**config.mk**
```make
export PLATFORM = sky130hd
export DESIGN_NAME = fetch_unit
export DESIGN_NICKNAME = d
export VERILOG_FILES = /design/src/rtl/mcu_pkg.sv /design/src/rtl/fetch_skid.sv /design/src/rtl/fetch_unit.sv
export SDC_FILE = /design/constraint.sdc
export NUM_CORES = 1
export LEC_CHECK = 0
export ABC_CLOCK_PERIOD_IN_PS = 2050
export CORE_ASPECT_RATIO = 1.75
export CORE_MARGIN = 5
export CORE_UTILIZATION = 49
export CTS_BUF_LIST = sky130_fd_sc_hd__clkbuf_8
export DETAILED_ROUTE_END_ITERATION = 10
export GPL_TIMING_DRIVEN = 0
export PLACE_DENSITY = 0.84
export SLEW_MARGIN = 30
export SYNTH_ARGS = -nofsm -noshare
export SYNTH_HDL_FRONTEND = slang
export SYNTH_SLANG_ARGS = --single-unit
```
**constraint.sdc**
```tcl
create_clock -name clk -period 2.05 [get_ports clk]
set_input_delay 0.41 -clock clk [delete_from_list [all_inputs] [get_ports clk]]
set_output_delay 0.41 -clock clk [all_outputs]
set_load 0.005 [all_outputs]
```
**src/rtl/mcu_pkg.sv**
```systemverilog
// Shared definitions for the 8-bit MCU: widths, opcodes, fetch state and
// the instruction/address pair that moves through the fetch stage.
package mcu_pkg;
  localparam int ADDR_W  = 8;
  localparam int INSTR_W = 8;
  localparam int OP_W    = 4;

  localparam logic [OP_W-1:0] OP_NOP  = 4'b0000;
  localparam logic [OP_W-1:0] OP_ADD  = 4'b0001;
  localparam logic [OP_W-1:0] OP_SUB  = 4'b0010;
  localparam logic [OP_W-1:0] OP_LD   = 4'b0011;
  localparam logic [OP_W-1:0] OP_ST   = 4'b0100;
  localparam logic [OP_W-1:0] OP_MOVI = 4'b0101;
  localparam logic [OP_W-1:0] OP_JMP  = 4'b1000;
  localparam logic [OP_W-1:0] OP_BEQ  = 4'b1001;
  localparam logic [OP_W-1:0] OP_HALT = 4'b1111;

  typedef enum logic [1:0] {BOOT, RUN, HALTED} fetch_state_e;

  typedef struct packed {
    logic [INSTR_W-1:0] instr;
    logic [ADDR_W-1:0]  pc;
  } fetch_entry_t;

  // Opcode lives in the upper nibble of every instruction.
  function automatic logic [OP_W-1:0] opcode_of(input logic [INSTR_W-1:0] i);
    return i[INSTR_W-1 -: OP_W];
  endfunction
endpackage

```
**src/rtl/fetch_skid.sv**
```systemverilog
// One-entry skid buffer catching the single read that lands while the
// output is stalled. Clear wins over push, push wins over pop.
module fetch_skid
  import mcu_pkg::*;
(
  input  logic         clk,
  input  logic         rst_n,
  input  logic         clr,
  input  logic         push,
  input  logic         pop,
  input  fetch_entry_t din,
  output logic         valid,
  output fetch_entry_t dout
);
  always_ff @(posedge clk or negedge rst_n) begin
    if (!rst_n) begin
      valid <= 1'b0;
      dout  <= '0;
    end else if (clr) begin
      valid <= 1'b0;
    end else if (push) begin
      valid <= 1'b1;
      dout  <= din;
    end else if (pop) begin
      valid <= 1'b0;
    end
  end
endmodule

```
**src/rtl/fetch_unit.sv**
```systemverilog
// Instruction fetch: PC, read issue to a 1-cycle synchronous program memory,
// output register with skid, branch redirect and HALT handling.
module fetch_unit
  import mcu_pkg::*;
#(
  parameter logic [ADDR_W-1:0] RESET_PC = 8'h00
) (
  input  logic               clk,
  input  logic               rst_n,
  output logic [ADDR_W-1:0]  imem_addr,
  output logic               imem_rd_en,
  input  logic [INSTR_W-1:0] imem_rdata,
  output logic [INSTR_W-1:0] instr,
  output logic [ADDR_W-1:0]  instr_pc,
  output logic               instr_valid,
  input  logic               stall,
  input  logic               redirect,
  input  logic [ADDR_W-1:0]  redirect_pc,
  output logic               halted
);
  fetch_state_e      state;
  logic [ADDR_W-1:0] pc, pend_pc;
  logic              pending;
  logic              out_valid;
  fetch_entry_t      out_q, ret, cur, skid_q;
  logic              cur_valid, skid_valid, issue, xfer, halt_hit;
  logic              skid_push, skid_pop, skid_clr;

  assign ret = '{instr: imem_rdata, pc: pend_pc};

  // Returning data is shown straight from memory when the output register is
  // empty; it is only registered once it has to be held.
  always_comb begin
    cur       = out_q;
    cur_valid = out_valid;
    if (!out_valid && pending) begin
      cur       = ret;
      cur_valid = 1'b1;
    end
  end

  assign instr       = cur.instr;
  assign instr_pc    = cur.pc;
  assign instr_valid = cur_valid;
  assign xfer        = cur_valid & ~stall;

  // Gating on the registered output lets the read issued in the first stall
  // cycle land in the skid; after that nothing issues until it drains.
  assign issue      = (state == RUN) & ~skid_valid & ~(out_valid & stall) & ~redirect;
  assign imem_rd_en = issue;
  assign imem_addr  = pc;

  assign halt_hit  = (state == RUN) & cur_valid & (opcode_of(cur.instr) == OP_HALT);
  assign skid_clr  = redirect | halt_hit;
  assign skid_push = (state == RUN) & out_valid & stall & pending;
  assign skid_pop  = (state == RUN) & out_valid & ~stall & skid_valid;

  fetch_skid u_skid (
    .clk   (clk),
    .rst_n (rst_n),
    .clr   (skid_clr),
    .push  (skid_push),
    .pop   (skid_pop),
    .din   (ret),
    .valid (skid_valid),
    .dout  (skid_q)
  );

  always_ff @(posedge clk or negedge rst_n) begin
    if (!rst_n) begin
      state     <= BOOT;
      pc        <= RESET_PC;
      pending   <= 1'b0;
      pend_pc   <= '0;
      out_valid <= 1'b0;
      out_q     <= '0;
      halted    <= 1'b0;
    end else if (redirect) begin
      state     <= RUN;
      halted    <= 1'b0;
      pc        <= redirect_pc;
      pending   <= 1'b0;
      out_valid <= 1'b0;
    end else begin
      pending <= issue;
      pend_pc <= pc;
      if (issue) pc <= pc + 1'b1;
      case (state)
        BOOT: state <= RUN;
        RUN: begin
          if (halt_hit) begin
            // Keep only the HALT itself; anything behind it is dropped.
            state     <= HALTED;
            halted    <= 1'b1;
            pending   <= 1'b0;
            out_q     <= cur;
            out_valid <= stall;
          end else if (out_valid) begin
            if (!stall) begin
              if (skid_valid)   out_q <= skid_q;
              else if (pending) out_q <= ret;
              out_valid <= skid_valid | pending;
            end
          end else if (pending && stall) begin
            out_q     <= ret;
            out_valid <= 1'b1;
          end
        end
        HALTED: if (xfer) out_valid <= 1'b0;
        default: state <= BOOT;
      endcase
    end
  end
endmodule

```
==> run metrics, run 1 <==
Buf+Inv Stages, Crit Path=3; Die Wd=67.03 um; Mapped Cells=250; RSZ-0062 raised after global routing=yes; Post-synth EDFFs=0; CP cell instances=nor2b_4 -> buf_6 -> mux2_4 -> nor3_4 -> or3_1 -> buf_6 -> clkbuf_16 -> mux2_4; H-tree levels=2; crit end category=register; Synthesis Warnings=0; Setup Skew=roughly 12 ps; Syn Area/Cell=around 11 sq um; setup violators final=29; I/O Buffers=45; Req. time, crit path=between 2000 and 2500 ps; Final GP Congestion=between 0.8 and 0.9; # clock sinks=54; Clock Latency Late Sink=around 320 ps; Synth Flop Type=dfrtp_1; Max Cap Viol=0; # nets final=~360; WP data arrival=approximately 2400 ps; area fraction of the dominant cell type after synthesis=between 40% and 50%; DR pass1 iterations=4; CP Launch Type=register; CP delay by family, top=simple AND/OR/NAND/NOR gates; ANT nets after route=0; num rows=36; Syn-to-layout area delta=42.80%; layout cells sized above 1=roughly 36%; CP max FO=5; via count=between 2000 and 2500; critical path depth=8; #FFs+latches synth=between 50 and 60; WL final=~7900 um; grt total ovfl=0; worst vdd ir=0.5365 mV; clk buf depth=2; cell taking the most area after synthesis=dfrtp_1; clock slew at reported path FFs=around 110 ps; maximum number of pins on one net before global-route repair=46; sequential area share after synthesis=roughly 48%; Leak=~1.9 nW; Die Y=109.8 um; Max Slew Vio Count=0; most common cell in the synthesized netlist=dfrtp_1; Worst Tran Pin Value=506.7 ps; Tot GR Track Use=~22%; failing checks=negative setup slack; Worst Hold Class=in2reg; initial core utilization=between 50% and 60%; # DRC=0; vias per cell=about 5.8; HPWL Detailed=4669 um; Netlist cell types=41; Util after Layout=around 72%; overall die area=about 7400 sq um; Max Clock Freq=between 400 and 500 MHz; root buffer cell=clkbuf_8; fin crit share=106.9%; min cycle time layout=roughly 2200 ps; path type of the worst setup path=reg2reg; run status=finished, violations left; initial drt markers=200; Final Power=0.004007 W; Worst path max stage delay=approximately 460 ps; Fin. Hold Viols=0; worst rel slew slack=66.22%; vias in the first global route=~2400; Post-Syn Area=around 2800 sq um; final antenna diode count=0; reg2reg path depth=8; fin worst setup slack=-141.8 ps; final cell count without fillers=414; synth top area cells=dfrtp_1 48%, mux2_2 12%, nand2_1 6.2%; cts bufs inserted=5; setup_tns=-2525 ps; P per Cell Area=between 1000 and 1500 nW/um^2; initial antenna violation count=0; first-pass GRT wire length=11850 um; Post-synth top cells=54 x dfrtp_1, 46 x nand2_1, 30 x mux2_2; asr flop ratio synth=100.0%; Min-Delay Path Depth=2; Mapped Nets=about 270; WL/cell=roughly 19 um; dpl cells=about 370; Core ar.=~5500 sq um; CP max-delay cell=dfrtp_2; CTS tree=built; Ports=47
## state kept, by name, indices dropped and copies added (netlist names)
name          cells
halted            1
imem_addr         8
out_q            16
out_valid         1
pend_pc           8
pending           1
state             2
u_skid.dout      16
u_skid.valid      1
## path summary, 6_finish.rpt
check	from	end	slack (ps)
setup / recovery	out_valid$_DFFE_PN0P_	u_skid.dout[2]$_DFFE_PN0P_	-140
hold / removal	imem_rdata[7]	u_skid.dout[15]$_DFFE_PN0P_	450
setup reg to reg	out_valid$_DFFE_PN0P_	u_skid.dout[2]$_DFFE_PN0P_	-140
hold reg to reg	halted$_DFFE_PN0P_	halted$_DFFE_PN0P_	500
max in group asynchronous	rst_n	imem_addr[2]$_DFFE_PN0P_	1130
min in group asynchronous	rst_n	u_skid.dout[14]$_DFFE_PN0P_	460
## metrics by stage
stage	worst slack, ps	area [sq um]	hold WS [ps]
after global routing	-160.4	3983	460.2
after detailed placement	-994.1	3364	256.5
after floorplan	4.387	2801	114.4
after CTS	-122.9	3792	455.1
final	-141.8	3983	448.5
after global placement	-989.8	3347	485.7
## worst reg2reg max path, cell delays in order (launching register included)
cell	delay, ps
dfrtp_2	460
nor2b_4	250
buf_6	140
mux2_4	200
nor3_4	40
or3_1	380
buf_6	160
clkbuf_16	160
mux2_4	300
## cells by family after synthesis
kind of cell	synth area share, %
xor+xnor	2.512
mux	18.39
flops	48.45
compound gates	13.82
simple gates	13.15
buf+inv	3.230
fa+ha+maj	0.4486
## area by class of cell
class	instances	area (sq um)
Inverter	2	7.507
Buffer	13	131.4
Timing Repair Buffer	82	813.3
Tap cell	76	95.09
Fill cell	360	1558
Sequential cell	54	1353
Clock buffer	5	68.82
Multi-Input combinational cell	179	1466
Clock inverter	3	47.55
## cell usage in the layout (no fill, tap or decap), drive strengths merged, types with 5 or more instances in the layout
master,n
a21oi,17
clkbuf,18
xor2,7
nand4,5
a221o,12
nand2,46
buf,53
clkdlybuf4s50,23
o21ai,12
mux2,41
dfrtp,54
## per-layer routing
layer | track usage (%) | up-vias | share of wire (%)
li1 | - | 1087 | -
met1 | 23.38 | 1209 | 37
met2 | 39.76 | 89 | 55
met3 | 3.374 | 25 | 4.6
met4 | 9.869 | 0 | 3.6
met5 | 0 | - | 0
## report_power, final
part	total [W]	internal, W	switching (W)
sequential	0.00168	0.00139	0.000290
clock	0.000756	0.000373	0.000382
combinational	0.00157	0.00102	0.000548
total	0.00401	0.00279	0.00122
## repair_timing
| item | 4_1_cts | 5_1_grt |
|---|---|---|
| buffers inserted | 23 | 10 |
| hold buffers | 1 | 0 |
| setup endpoints to repair | 51 | 47 |
| endpoints found under the hold margin | 9 | 0 |
| cloned | 2 | 1 |
| resized for setup | 91 | 46 |
| pin swaps | 12 | 4 |
No activity file was read; power rests on OpenSTA's default activity.
==> run 2, diff against run 1 <==
--- a/config.mk
+++ b/config.mk
@@ -5,14 +5,14 @@
 export SDC_FILE = /design/constraint.sdc
 export NUM_CORES = 1
 export LEC_CHECK = 0
-export ABC_CLOCK_PERIOD_IN_PS = 2050
+export ABC_CLOCK_PERIOD_IN_PS = 2200
 export CORE_ASPECT_RATIO = 1.75
 export CORE_MARGIN = 5
 export CORE_UTILIZATION = 49
 export CTS_BUF_LIST = sky130_fd_sc_hd__clkbuf_8
 export DETAILED_ROUTE_END_ITERATION = 10
 export GPL_TIMING_DRIVEN = 0
-export PLACE_DENSITY = 0.84
+export PLACE_DENSITY = 0.82
 export SLEW_MARGIN = 30
 export SYNTH_ARGS = -nofsm -noshare
 export SYNTH_HDL_FRONTEND = slang
==> constraint.sdc (replaced) <==
create_clock -name clk -period 2.2 [get_ports clk]
set_input_delay 0.44 -clock clk [delete_from_list [all_inputs] [get_ports clk]]
set_output_delay 0.44 -clock clk [all_outputs]
set_load 0.005 [all_outputs]
==> run 2 against run 1 <==
  * The flow now finishes without violations
  * Critical path type unchanged
  * Cell count decreased by 4.1%
  * Maximum frequency rose by 1.5%
  * Non-clock buffer count shrank 17
  * Worst setup slack gained 180 ps
==> run metrics, run 2 (same netlist as run 1, synthesis figures left out) <==
clk buf depth=2; registers with the most flip-flops=out_q: 16 flops, u_skid.dout: 16 flops; Tot GR Track Use=19.56%; WP data arrival=2360 ps; WL final=7212 um; vias per cell=approximately 5.7; Max Cap Viol=0; initial antenna violation count=0; CP max FO=10; fin crit share=between 90% and 100%; met2 wire length=approximately 4000 um; Fin. Hold Viols=0; I/O Buffers=45; Ports=47; placed inst area=approximately 3400 sq um; H-tree levels=2; P per Cell Area=between 900 and 1000 nW/um^2; min cycle time layout=roughly 2200 ps; # DRC=0; Req. time, crit path=approximately 2400 ps; most frequent cells in the layout=53 x dfrtp_1, 46 x nand2_1, 24 x clkdlybuf4s50_1, 21 x mux2_2, 20 x mux2_4; Worst Hold Class=in2async; Final Instance Area=~3700 sq um; multi-input logic area=approximately 1400 sq um; via count=between 2000 and 2500; Syn-to-layout area delta=32.88%; setup violators final=0; vias in the first global route=between 2000 and 2500; Max Slew Vio Count=0; Fillers=between 400 and 500; overall die area=between 7000 and 8000 sq um; worst vdd ir=0.5907 mV; Worst Tran Pin Value=526.5 ps; final antenna diode count=0; # nets final=341; DR pass1 iterations=4; path type of the worst setup path=reg2reg; cts bufs inserted=5; met3 routed WL=approximately 280 um; Util after Layout=about two thirds; Core ar.=roughly 5500 sq um; RSZ-0062 raised after global routing=yes; most common cell after layout, fill and taps aside=dfrtp_1; HPWL Detailed=approximately 4500 um; Final GP Congestion=0.8027; ANT nets after route=0; worst rel slew slack=roughly two thirds; layout cells sized above 1=a little under a third; num rows=36; Die Wd=67.03 um; # clock sinks=54; WL/cell=between 15 and 20 um; first-pass GRT wire length=roughly 11000 um; CP Launch Type=register; grt total ovfl=0; crit end category=register; maximum number of pins on one net before global-route repair=52; root buffer cell=clkbuf_8; Post-Route M1 WL=about 2800 um; initial drt markers=110; DR top layer=met4; clock slew at reported path FFs=approximately 100 ps; CTS tree=built; Max Clock Freq=462.9 MHz; run status=completed; register area=between 1000 and 1500 sq um; Clock Latency Late Sink=roughly 320 ps; Leak=between 1.5 and 2 nW; initial core utilization=about half; Die Y=between 100 and 150 um; Setup Skew=~11 ps
run 2: cell count changes in the layout (fill, tap and decap cells not counted), moves of 2 or more:
cell	delta
buf_6	-16
clkbuf_2	+2
inv_6	-2
mux2_4	-10
mux2_2	+10
clkinv_4	+2
buf_4	-5
clkdlybuf4s15_1	+3
buf_12	-2
run 2: final cells by class:
| class | instances | share of cell area, % |
|---|---|---|
| plain buffers | 14 | 3.477 |
| clock buffers | 6 | 2.228 |
| clock inverters | 2 | 0.4727 |
| inverters | 2 | 0.2026 |
| multi-input cells | 179 | 38.15 |
| flip-flops and latches | 54 | 36.50 |
| well taps | 76 | 2.566 |
| repair buffers | 64 | 16.41 |
run 2: worst paths after layout:
path | end | startpoint | slack [ps] | depth (start not counted)
worst max-delay path | u_skid.dout[7]$_DFFE_PN0P_ | out_valid$_DFFE_PN0P_ | 40 | 8
worst min-delay path | out_q[12]$_DFFE_PN0P_ | rst_n | 470 | 2
worst max register to register | u_skid.dout[7]$_DFFE_PN0P_ | out_valid$_DFFE_PN0P_ | 40 | 8
worst min register to register | halted$_DFFE_PN0P_ | halted$_DFFE_PN0P_ | 520 | 2
max in group asynchronous | state[1]$_DFFE_PN0P_ | rst_n | 1300 | 3
min in group clk | halted$_DFFE_PN0P_ | halted$_DFFE_PN0P_ | 520 | 2
run 2: where the power goes:
part	total [W]	internal, W	switching, W
clock	0.000604	0.000260	0.000344
sequential	0.00154	0.00130	0.000240
combinational	0.00126	0.000797	0.000465
run 2: timing repair:
action	CTS	global route
hold buffers	1	0
buffers inserted	11	7
setup endpoints to repair	41	37
pin swaps	4	3
endpoints found under the hold margin	3	0
gates resized for setup	62	33
run 2: through the flow:
step                      setup slack [ps]  hold WS [ps]  std cells  power, W  setup TNS (ps)
after global placement              -889.6         485.8        371  0.002618          -64200
final                                39.69         467.6        397  0.003401               0
after global routing                -36.02         478.5        397  0.003590          -367.1
after floorplan                      98.57         144.4        250  0.002135               0
after detailed placement            -874.4         254.0        372  0.002670          -17740
after CTS                           -76.27         466.1        391  0.003318          -244.5
run 2: worst max-delay path, cell delays in order, from the launching register on:
cell     delay, ps
dfrtp_1        420
buf_4          150
and4b_1        210
a31oi_4        240
nor3_4          60
or3_1          370
buf_6          160
buf_12         150
mux2_4         300
run 2: layer usage:
layer,up-vias,GRT usage (%)
li1,1040,-
met1,1161,22.03
met2,61,35.40
met3,13,3.170
met4,0,8.418
met5,-,0
==> run 3, diff against run 2 <==
--- a/config.mk
+++ b/config.mk
@@ -11,8 +11,9 @@
 export CORE_UTILIZATION = 49
 export CTS_BUF_LIST = sky130_fd_sc_hd__clkbuf_8
 export DETAILED_ROUTE_END_ITERATION = 10
+export DONT_BUFFER_PORTS = 1
 export GPL_TIMING_DRIVEN = 0
-export PLACE_DENSITY = 0.82
+export PLACE_DENSITY = 0.71
 export SLEW_MARGIN = 30
 export SYNTH_ARGS = -nofsm -noshare
 export SYNTH_HDL_FRONTEND = slang
==> run 3 against run 2 <==
  * First-iteration DRC count is 15% lower
  * Clock skew fell by 2.3 ps
  * Clock power shrank 10%
==> run metrics, run 3 (same netlist as run 1, synthesis figures left out) <==
Final Power=around 0.0029 W; crit end category=register; CP Launch Type=register; Fin. Hold Viols=0; vias per cell=roughly 5.7; Die Y=~110 um; Max Cap Viol=0; registers with the most flip-flops=out_q: 16 flops, u_skid.dout: 16 flops; Worst path max stage delay=440 ps; fin crit share=98.11%; via count=1953; cell mode on critical path=buf_6; I/O Buffers=0; first-pass GRT wire length=around 10000 um; WHS=248.3 ps; net switching share of the total power=between 30% and 40%; ANT nets after route=0; # clock sinks=54; maximum number of pins on one net before global-route repair=55; Final GP Congestion=~0.76; grt total ovfl=0; cts bufs inserted=5; Req. time, crit path=2390 ps; Ports=47; WL/cell=about 18 um; Pint=0.001991 W; logic gate share of total power=28.5%; DR pass1 iterations=4; CP cell instances=nor2b_2 -> buf_6 -> mux2_4 -> nor3_4 -> or3_1 -> buf_6 -> buf_6 -> mux2_4; Max Clock Freq=roughly 460 MHz; RSZ-0062 raised after global routing=no; path type of the worst setup path=reg2reg; clk buf depth=2; clock slew at reported path FFs=roughly 90 ps; root buffer cell=clkbuf_8; # nets final=285; Worst Hold Class=in2reg; H-tree levels=2; CP max FO=10; CP max-delay cell=dfrtp_1; Clock Latency Late Sink=310 ps; final antenna diode count=0; sequential cell fraction of total power=52.8%; worst rel slew slack=a little under two thirds; initial drt markers=between 90 and 100; overall die area=7360 sq um; P per Cell Area=around 940 nW/um^2; Syn-to-layout area delta=10.32%; num rows=36; Die Wd=between 60 and 70 um; setup_tns=0 ps; worst slack, placed=-211.5 ps; Fillers=484; most common cell after layout, fill and taps aside=dfrtp_1; Setup Skew=~9.0 ps; Worst Tran Pin Value=between 500 and 600 ps; CTS tree=built; P_sw=~0.00090 W; WP data arrival=roughly 2400 ps; Tot GR Track Use=18.08%; vias in the first global route=2062; Max Slew Vio Count=0; run status=completed; CP delay by family, top=multiplexers; most frequent cells in the layout=54 x dfrtp_1, 46 x nand2_1, 30 x mux2_2, 17 x a21oi_1; WL final=approximately 6000 um; setup violators final=0; # DRC=0; initial antenna violation count=0; Core ar.=between 5000 and 6000 sq um; fin worst setup slack=41.63 ps; layout cells sized above 1=a little over a quarter; Clock Power Share=a little under a fifth; HPWL Detailed=4295 um; Leak=between 1 and 1.5 nW; Buf+Inv Stages, Crit Path=3; initial core utilization=about 50%; worst vdd ir=roughly 0.46 mV; min cycle time layout=around 2200 ps
run 3: changes by cell type in the layout (fill, tap and decap cells not counted), sizes merged:
| cell | change |
|---|---|
| buf | -18 |
| clkbuf | -8 |
| clkdlybuf4s15 | -3 |
| clkdlybuf4s50 | -24 |
| clkinv | -2 |
| clkinvlp | +2 |
| dlygate4sd2 | -3 |
| dlymetal6s2s | -1 |
run 3: power groups by stage:
stage | Clock (W) | Sequential (W) | Combinational, W
CTS | 0.000556 | 0.00152 | 0.000834
global placement | 0 | 0.00153 | 0.000758
detailed placement | 0 | 0.00154 | 0.000781
global route | 0.000582 | 0.00157 | 0.000915
finish | 0.000542 | 0.00153 | 0.000826
floorplan | 0 | 0.00147 | 0.000665
run 3: per-layer routing:
layer,global-route usage (%),vias to the layer above,wire length [um],part of all wire (%)
li1,-,928,-,-
met1,20.63,973,2445,40
met2,32.86,43,3308,54
met3,3.783,9,304,4.9
met4,5.660,0,107,1.7
met5,0,-,0,0
run 3: what timing repair did:
action	CTS	global route
resized for setup	4	7
pin swaps	3	1
setup buffers	4	1
hold buffers	2	0
endpoints found under the hold margin	54	0
endpoints found under the setup margin	40	20
run 3: layout make-up:
cell class,count,area (sq um),area share [%]
well taps,76,95.09,3.091
repair buffers,7,75.07,2.440
plain buffers,15,91.34,2.969
clock inverters,2,15.01,0.4880
flip-flops and latches,54,1351,43.92
multi-input cells,179,1373,44.61
inverters,2,7.507,0.2440
clock buffers,5,68.82,2.237
run 3: path summary, 6_finish.rpt:
path	startpoint	endpoint	slack, ps	cells past startpoint
worst max-delay path	out_valid$_DFFE_PN0P_	u_skid.dout[7]$_DFFE_PN0P_	40	8
worst min-delay path	redirect_pc[3]	imem_addr[3]$_DFFE_PN0P_	250	2
worst max register to register	out_valid$_DFFE_PN0P_	u_skid.dout[7]$_DFFE_PN0P_	40	8
worst min register to register	u_skid.dout[13]$_DFFE_PN0P_	u_skid.dout[13]$_DFFE_PN0P_	510	1
max in group asynchronous	rst_n	imem_addr[5]$_DFFE_PN0P_	1300	2
min in group asynchronous	rst_n	u_skid.dout[6]$_DFFE_PN0P_	640	2
run 3: through the flow:
stage | instance area (sq um) | instances | util [%]
after global placement | 2884 | 326 | 52.06
after detailed placement | 2884 | 326 | 52.06
after global routing | 3077 | 340 | 55.53
after CTS | 3055 | 339 | 55.15
after floorplan | 2789 | 250 | -
final | 3077 | 340 | 55.53
